**src/rtl/pattern_sequencer.sv**
```systemverilog
// Button-driven test-pattern selector with debounced inputs,
// frame-synchronous commits and an auto-advance mode.
module pattern_sequencer #(
   parameter int NUM_PATTERNS    = 9,
   parameter int RESET_PATTERN   = 1,
   parameter int DEBOUNCE_CYCLES = 250000,
   parameter int AUTO_FRAMES     = 120
) (
   input  logic       i_clk,
   input  logic       i_reset,
   input  logic       i_btn_next,
   input  logic       i_btn_prev,
   input  logic       i_btn_mode,
   input  logic       i_frame_strobe,
   output logic [3:0] o_pattern,
   output logic       o_auto,
   output logic       o_change_strobe
);

   localparam int DW = $clog2(DEBOUNCE_CYCLES);
   localparam int FW = $clog2(AUTO_FRAMES + 1);
   localparam logic [3:0] LAST = 4'(NUM_PATTERNS - 1);
   localparam logic [3:0] RST_PAT = 4'(RESET_PATTERN);
   localparam logic [DW-1:0] DB_END = DW'(DEBOUNCE_CYCLES - 1);
   localparam logic [FW-1:0] FR_END = FW'(AUTO_FRAMES - 1);

   typedef enum logic {MANUAL, AUTO} state_t;

   state_t state_q, state_d;

   logic [2:0]    raw;
   logic [2:0]    stable_q;
   logic [2:0]    press_q;
   logic [DW-1:0] cnt_q [3];

   logic [3:0]    tgt_q, tgt_d;
   logic [3:0]    pat_d;
   logic [FW-1:0] fcnt_q, fcnt_d;
   logic          chg_d;
   logic          nx, pv;
   logic          advance;
   logic [3:0]    adv_val;

   assign raw = {i_btn_mode, i_btn_prev, i_btn_next};

   // press_q pulses in the first cycle the stable level shows a rise
   always_ff @(posedge i_clk) begin
      if (i_reset) begin
         stable_q <= '0;
         press_q  <= '0;
         for (int i = 0; i < 3; i++) cnt_q[i] <= '0;
      end else begin
         for (int i = 0; i < 3; i++) begin
            press_q[i] <= 1'b0;
            if (raw[i] == stable_q[i]) begin
               cnt_q[i] <= '0;
            end else if (cnt_q[i] == DB_END) begin
               stable_q[i] <= raw[i];
               cnt_q[i]    <= '0;
               press_q[i]  <= raw[i];
            end else begin
               cnt_q[i] <= cnt_q[i] + DW'(1);
            end
         end
      end
   end

   assign nx = press_q[0] & ~press_q[1];
   assign pv = press_q[1] & ~press_q[0];

   always_comb begin
      state_d = state_q;
      tgt_d   = tgt_q;
      pat_d   = o_pattern;
      fcnt_d  = fcnt_q;
      chg_d   = 1'b0;
      adv_val = (o_pattern >= LAST) ? 4'd1 : o_pattern + 4'd1;
      advance = (state_q == AUTO) && i_frame_strobe && (fcnt_q == FR_END);

      if (press_q[2])
         state_d = (state_q == MANUAL) ? AUTO : MANUAL;

      if (nx)
         tgt_d = (tgt_q == LAST) ? 4'd0 : tgt_q + 4'd1;
      else if (pv)
         tgt_d = (tgt_q == 4'd0) ? LAST : tgt_q - 4'd1;

      // auto advance overrides the pending manual target
      if (advance) begin
         pat_d = adv_val;
         tgt_d = adv_val;
      end else if (i_frame_strobe) begin
         pat_d = tgt_q;
      end
      chg_d = i_frame_strobe && (pat_d != o_pattern);

      if (state_q != AUTO)
         fcnt_d = '0;
      else if (nx || pv || advance)
         fcnt_d = '0;
      else if (i_frame_strobe)
         fcnt_d = fcnt_q + FW'(1);
   end

   always_ff @(posedge i_clk) begin
      if (i_reset) begin
         state_q         <= MANUAL;
         tgt_q           <= RST_PAT;
         o_pattern       <= RST_PAT;
         fcnt_q          <= '0;
         o_auto          <= 1'b0;
         o_change_strobe <= 1'b0;
      end else begin
         state_q         <= state_d;
         tgt_q           <= tgt_d;
         o_pattern       <= pat_d;
         fcnt_q          <= fcnt_d;
         o_auto          <= (state_d == AUTO);
         o_change_strobe <= chg_d;
      end
   end

endmodule

```
**config.mk**
```make
export PLATFORM = sky130hd
export DESIGN_NAME = pattern_sequencer
export DESIGN_NICKNAME = d
export VERILOG_FILES = /design/src/rtl/pattern_sequencer.sv
export SDC_FILE = /design/constraint.sdc
export NUM_CORES = 1
export LEC_CHECK = 0
export ABC_AREA = 1
export CORE_UTILIZATION = 60
export DETAILED_ROUTE_END_ITERATION = 8
export PLACE_DENSITY = 0.78
export SYNTH_ARGS = -nofsm -noshare
export SYNTH_HDL_FRONTEND = slang
export SYNTH_SLANG_ARGS = --single-unit
```
**constraint.sdc**
```tcl
create_clock -name i_clk -period 2.6 [get_ports i_clk]
set_input_delay 0.52 -clock i_clk [delete_from_list [all_inputs] [get_ports i_clk]]
set_output_delay 0.52 -clock i_clk [all_outputs]
set_load 0.1 [all_outputs]
```
Word-level counts from Yosys, hierarchy flattened
Memories as Yosys holds them, arrays and structs flattened.
Index checks and enable logic that the tools add are counted.
{ "word_totals": {"register_bits": 23, "ramBits": 54, "out_inout_bits": 6, "word_cells": 116, "mem_count": 1} }
{ "mem_list": {"columns": ["memory", "depth", "width", "rd", "rd_ports_with_merged_regs", "wr", "line", "text"], "rows": [
  ["cnt_q", 3, 18, 3, 0, 3, "34", "logic [DW-1:0] cnt_q [3];"]
]} }
{ "op_classes": {"addsub": 7, "order_cmp": 1, "eq_ne": 9, "muxes": 53, "bitwise": 20, "reduce_logical": 14} }
{ "ops": {"columns": ["operator", "count"], "rows": [
  ["$mux 18", 9],
  ["$add 18x1->18 const B", 3],
  ["$eq 18x18->1 const B", 3],
  ["$mux 1", 36],
  ["$mux 4", 8],
  ["$reduce_or 3->1", 4],
  ["$not 1->1", 9],
  ["$or 1x1->1", 9],
  ["$add 4x1->4 const B", 2],
  ["$add 7x1->7 const B", 1],
  ["$eq 7x7->1 const B", 1],
  ["$reduce_and 2->1", 3],
  ["$eq 4x4->1 const B", 1],
  ["$ge 4x4->1 const B", 1],
  ["$logic_not 4->1", 1],
  ["$ne 4x4->1", 1],
  ["$sub 4x1->4 const B", 1],
  ["$eq 1x1->1", 3],
  ["$logic_and 1x1->1", 3],
  ["$reduce_bool 3->1", 1],
  ["$and 1x1->1", 2],
  ["$logic_or 1x1->1", 2]
]} }

Depth between registers and ports, before layout
Gate-level depths: netlist of the first run.
{ "logic_depth": {"ltp_word": 7, "ltp_mapped": 12, "mapped_depth_nobuf": 11} }

Least setup slack after synthesis of the first run
No wires, ideal clock.
{ "synth_path": {"path_type": "reg-to-reg", "start": "reg o_pattern[0]", "end": "reg o_change_strobe", "setup_time_ns": 0.115, "t_arrival_ns": 2.131, "setup_slack_ns": 0.354, "path_stages_with_launch": 12, "n_path_buf": 0, "period_less_slack_ns": 2.246, "cell_sequence": "dfxtp_1 inv_1 ha_1 inv_1 nor2_1 nand3_1 nand2_1 nand2_1 nand2_1 nand2_1 nor2_1 nor2_1"} }
{ "synth_between": {"elab_chain_len": 5, "word_cells_on_any_way": 7, "cone_classes": "1 x add/sub; 1 x order compare; 1 x eq/ne; 3 x mux; 1 x reduce/logical"} }
{ "synth_lines": {"columns": ["element", "line", "text"], "rows": [
  ["start, declared", "15", "output logic [3:0] o_pattern,"],
  ["start signal, assigned", "116", "o_pattern <= pat_d;"],
  ["$add 4x1->4 / $ge 4x4->1 (equally long branches)", "77", "adv_val = (o_pattern >= LAST) ? 4'd1 : o_pattern + 4'd1;"],
  ["$mux 4", "77", null],
  ["$mux 4", "89", "if (advance) begin"],
  ["$ne 4x4->1 (*)", "95", "chg_d = i_frame_strobe && (pat_d != o_pattern);"],
  ["$logic_and 1x1->1 (*)", "95", null],
  ["end signal, assigned", "119", "o_change_strobe <= chg_d;"],
  ["end, declared", "17", "output logic o_change_strobe"]
]} }
Every way passes the cells marked *; elsewhere a longest branch is shown, timed or not.
A chain may end at the register's enable or synchronous reset.

==> run metrics, run 1 <==
outcome=finished, final reports clean; Synth Instances=570; post-synth design cell area=0.00454 mm²; fin worst setup slack=approximately 0.7 ns; # hold bufs at CTS=0; critical path required time=roughly 2.8 ns; Reg2Reg Setup Slack=between 0.7 and 0.8 ns; first-pass GRT wire length=between 15000 and 20000 µm; Slew Viols, Final=0; VDD IR max=between 0.0003 and 0.0004 V; DRT iter0 DRCs=roughly 210; Pre-Repair DR Iteration Count=5; max-cap check violation count=0; CTS root buf=clkbuf_8; DIE HEIGHT=approximately 89 µm; Final nets=approximately 660; fin crit share=0.730; sw power=~660 µW; full die area=a little under 0.008 mm²; grt total ovfl=0; clk_skew=around 0.011 ns; Reg2Reg Launch Point=cnt_q[2][0]; Initial Util=0.622; num rows=31; design area=0.00511 mm²; Routed Antenna Nets=0; Placer Congestion=between 0.8 and 0.9; combinational power share=0.076; worst reg2reg path endpoint=cnt_q[2][15]; H-tree depth=3; most common cell after layout, fill and taps aside=nand2_1; startpoint class of the critical path=input port; DP Wirelength=6590 µm; count of warnings emitted by yosys=0; area delta synth->final=12.6%; critical path capture point type=flip-flop; Core Footprint=0.00729 mm²; vias in the first global route=3603; Num CTS Buffers=9; Pleak=2.09 nW; IO Pins=12; layout cell share with drive strength beyond 1=0.0853; gr usage total=0.248; Setup Viol. Count Final=0; Setup Buffers After CTS=0; #FFs+latches synth=slightly below 80; CTS tree=yes; Chip Width=88.9 µm; Clk pwr share=0.367; Final Hold Fails=0; routed len/inst=roughly 12 µm; Yosys top cell area share=0.358; Switching Share=0.262; post-place instance area=0.00491 mm²; n_diodes=0; Clock Sinks=between 70 and 80; dominant cells by area after synthesis=edfxtp_1 36%, dfxtp_1 10%, nand2_1 9.2%; min Tclk post-route=1.90 ns; Avg Inst Size Synth=between 7 and 8 µm²; Port Buf Inserts=11; Int Pwr=approximately 1.9 mW; clock-pin transition on the worst setup and hold timing paths=0.08 ns; setup slack at placement=0.301 ns; Netlist cell types=31; latest clock arrival within the worst-skew pair=~0.36 ns; initial antenna violation count=0; Synth area leader=edfxtp_1; CTS resizes=0; CP endpoint=cnt_q[0][17]; R2R depth=10; FILL cells=roughly 660; CP arrival=approximately 2.1 ns; Clock Path Buffers=2; most frequent cells in the layout=111 x nand2_1, 79 x nor2_1, 71 x inv_1; Reg power frac=0.558; worst setup path class=input port to flip-flop; setup_tns=0 ns; WL final=around 9100 µm; vias per inst=5.21; vias=3877; DRC=0; FMAX=~530 MHz; HP Class=flip-flop to flip-flop; Hold Crit Depth=2; Max Fanout on Critical Path=18; Pwr Density=around 500 mW/mm²; largest net degree at the start of global routing=19; unrepaired setup endpoints after global routing=false; Critical Path Start=i_reset; register area share after synthesis=0.459
## stage by stage
step | cells | util | hold slack (ns) | power [mW]
final | 744 | 0.700 | 0.474 | 2.53
after CTS | 744 | 0.700 | 0.476 | 2.54
after detailed placement | 728 | 0.673 | 0.464 | 1.63
after global routing | 744 | 0.700 | 0.494 | 2.63
after global placement | 728 | 0.673 | 0.454 | 1.62
after floorplan | 623 | - | 0.425 | 1.58
## kinds of logic (layout without fill, tap and decap cells)
group | after synthesis | in the layout | share of synthesized area
buffers and inverters | 79 | 101 | 0.0723
other | 1 | 54 | 0.000827
adder cells (fa/ha/maj) | 9 | 9 | 0.0248
AO/OA/AOI/OAI | 56 | 56 | 0.0632
flip-flops | 77 | 77 | 0.459
XOR/XNOR | 26 | 26 | 0.0502
AND/OR/NAND/NOR | 321 | 321 | 0.327
multiplexers | 1 | 1 | 0.00221
## worst min path at each step
stage                 from          end
2_1_floorplan  stable_q[1]   press_q[1]
3_3_place_gp   stable_q[0]  stable_q[0]
3_5_place_dp   stable_q[1]   press_q[1]
4_1_cts        stable_q[0]  stable_q[0]
5_1_grt        stable_q[0]  stable_q[0]
6_report       stable_q[0]  stable_q[0]
## area by class of cell
type | instances | area, µm² | area share
repair buffers | 13 | 110 | 0.0216
inverters | 72 | 270 | 0.0529
well taps | 99 | 124 | 0.0243
clock buffers | 9 | 124 | 0.0243
multi-input cells | 467 | 2320 | 0.455
clock inverters | 7 | 71.3 | 0.0140
flip-flops and latches | 77 | 2080 | 0.408
## per-layer routing
| layer | track usage | vias to the layer above | part of all wire |
|---|---|---|---|
| met5 | 0 | - | 0 |
| met4 | 0.0924 | 0 | 0.014 |
| met3 | 0.0406 | 14 | 0.040 |
| met2 | 0.430 | 92 | 0.49 |
| met1 | 0.313 | 1791 | 0.46 |
| li1 | - | 1980 | - |
## power groups by stage
stage	Sequential [mW]	Combinational, mW	Clock, mW
global route	1.42	0.218	0.988
detailed placement	1.44	0.188	0
finish	1.41	0.192	0.929
floorplan	1.45	0.129	0
CTS	1.41	0.189	0.943
global placement	1.44	0.182	0
## flip-flops by register name (all words and copies together) (netlist names)
| signal | flops |
|---|---|
| cnt_q | 54 |
| fcnt_q | 7 |
| o_pattern | 4 |
| tgt_q | 4 |
| press_q | 3 |
| stable_q | 3 |
| o_change_strobe | 1 |
| state_q | 1 |
## synthesized netlist by cell type
library cell / instances
nand2_1: 111
nor2_1: 79
inv_1: 71
edfxtp_1: 54
nand3_1: 48
a21oi_1: 37
dfxtp_1: 23
nand4_1: 23
nor3_1: 19
xor2_1: 16
o21ai_0: 15
xnor2_1: 10
ha_1: 9
nand2_2: 9
nor2_2: 7
or2_2: 7
buf_4: 4
nor3b_1: 4
a31oi_1: 3
nand3_2: 3
nand3b_1: 3
nor3_2: 3
or2_0: 3
buf_6: 2
buf_2: 1
conb_1: 1
inv_2: 1
mux2i_1: 1
nor2_4: 1
nor4_1: 1
o211ai_1: 1
## critical path, cell delays in order
cell             delay (ns)
clkdlybuf4s50_1        0.42
inv_1                  0.29
o21ai_0                0.21
a21oi_1                0.18
nand2_2                0.23
a21oi_1                0.23
No activity file was read; power rests on OpenSTA's default activity.
==> inputs of run 2 (changes only) <==
clock period = 1.9 ns   (was 2.6 ns; I/O delays follow)
==> run metrics, run 2 (synthesized netlist as in run 1, its figures left out) <==
outcome=finished, final reports clean; Clock Sinks=77; GR Util met1=0.326; area delta synth->final=15.8%; initial antenna violation count=0; Pwr Density=roughly 630 mW/mm²; Routed Antenna Nets=0; max-cap check violation count=0; max reg flops=54; CP arrival=~1.9 ns; met2 Track Usage GR=0.430; fin crit share=0.930; Port Buf Inserts=11; critical path required time=between 1.5 and 2 ns; Chip Width=a little under 90 µm; full die area=between 0.007 and 0.008 mm²; grt total ovfl=0; Slew Viols, Final=0; cell family with the largest share of critical-path delay=simple AND/OR/NAND/NOR gates; Hold WS=between 0.4 and 0.5 ns; Final nets=roughly 670; Worst path slowest cell=edfxtp_1; Placer Congestion=between 0.9 and 1; CTS root buf=clkbuf_8; routed len/inst=12.0 µm; layout cell share with drive strength beyond 1=0.104; clock-pin transition on the worst setup and hold timing paths=~0.070 ns; Setup Viol. Count Final=0; Crit path buffers/inverters=2; vias per inst=between 5 and 6; clk_skew=about 0.0096 ns; Final Hold Fails=0; HP Class=flip-flop to flip-flop; num rows=31; most flop-heavy register=cnt_q; Clock Path Buffers=2; gr usage total=0.250; most frequent cells in the layout=111 x nand2_1, 79 x nor2_1, 71 x inv_1; IO Pins=12; Largest regs=cnt_q: 54 flops, fcnt_q: 7 flops; DIE HEIGHT=a little under 90 µm; Top cell by count, worst path=nand2_1; critical path capture point type=flip-flop; Pleak=2.15 nW; unrepaired setup endpoints after global routing=false; largest net degree at the start of global routing=19; FILL cells=636; # hold bufs at CTS=0; min Tclk post-route=roughly 1.8 ns; DP Wirelength=6640 µm; startpoint class of the critical path=flip-flop; n_diodes=0; DRC=0; most used routing layer=met2; WL final=9070 µm; Num CTS Buffers=9; Core Footprint=~0.0073 mm²; CTS tree=yes; worst setup path class=flip-flop to flip-flop; M3 GR Usage=0.0351; Max Fanout on Critical Path=8; Initial Util=0.622; vias in the first global route=approximately 3600; latest clock arrival within the worst-skew pair=0.35 ns; Pre-Repair DR Iteration Count=5; H-tree depth=3; Largest stage delay, worst path=~0.38 ns; most common cell after layout, fill and taps aside=nand2_1; Cell Chain, Critical Path=ha_1 > nand2_1 > inv_1 > nand2_1 > nor2_1 > nand2_1 > nand2_2 > buf_4 > a21oi_1; FMAX=566 MHz; first-pass GRT wire length=roughly 15000 µm; vias=roughly 3900; VDD IR max=roughly 0.00052 V; setup_tns=0 ns; DRT iter0 DRCs=roughly 160
==> run 2: area by class of cell <==
cell class              count  area, µm²  area share
flip-flops and latches     77       2090       0.397
multi-input cells         467       2340       0.445
repair buffers             25        275      0.0524
well taps                  99        124      0.0236
clock buffers              10        128      0.0243
inverters                  72        270      0.0515
clock inverters             6       30.0     0.00572
==> run 2: final timing paths <==
check | start | endpoint | slack (ns) | cells after the start
worst max-delay path | cnt_q[2][1] | cnt_q[2][8] | 0.13 | 9
worst min-delay path | stable_q[1] | press_q[1] | 0.46 | 1
worst max register to register | cnt_q[2][1] | cnt_q[2][8] | 0.13 | 9
worst min register to register | stable_q[1] | press_q[1] | 0.46 | 1
==> run 2: metrics by stage <==
| stage | worst slack, ns | cell area, µm² | std cells | total power [mW] | util |
|---|---|---|---|---|---|
| floorplan | 0.0307 | 4740 | 623 | 2.16 | - |
| global placement | 0.0962 | 5070 | 739 | 2.24 | 0.696 |
| detailed placement | 0.0440 | 5070 | 739 | 2.25 | 0.696 |
| CTS | 0.126 | 5230 | 755 | 3.29 | 0.717 |
| global route | 0.0125 | 5250 | 756 | 3.41 | 0.720 |
| finish | 0.132 | 5250 | 756 | 3.28 | 0.720 |
==> run 2: worst reg2reg max path: cells and delay by family, from the launching register on <==
| family | cells | cell delay, ns |
|---|---|---|
| adder cells (fa/ha/maj) | 1 | 0.18 |
| AND/OR/NAND/NOR | 5 | 0.66 |
| flip-flops | 1 | 0.38 |
| buffers and inverters | 2 | 0.27 |
| AO/OA/AOI/OAI | 1 | 0.05 |
==> run 2: per-layer routing <==
metal	up-vias	wire, µm
li1	2008	-
met4	0	131
met5	-	0
met1	1793	4140
met2	102	4430
met3	12	370
==> run 2: timing repair <==
item | CTS | global route
buffers inserted | 0 | 1
endpoints found under the setup margin | 0 | 11
resized for setup | 0 | 2
==> run 2: where the power goes <==
part	internal [mW]	switching, mW	total, mW
combinational	0.0998	0.187	0.287
sequential	1.87	0.0656	1.93
clock	0.460	0.604	1.06
==> inputs of run 3 (changes only) <==
CAP_MARGIN = 20   (was not set)
SKIP_CTS_REPAIR_TIMING = 1   (was not set)
==> results of run 3 <==
No change in the layout: final DEF, timing and power equal those of run 2.
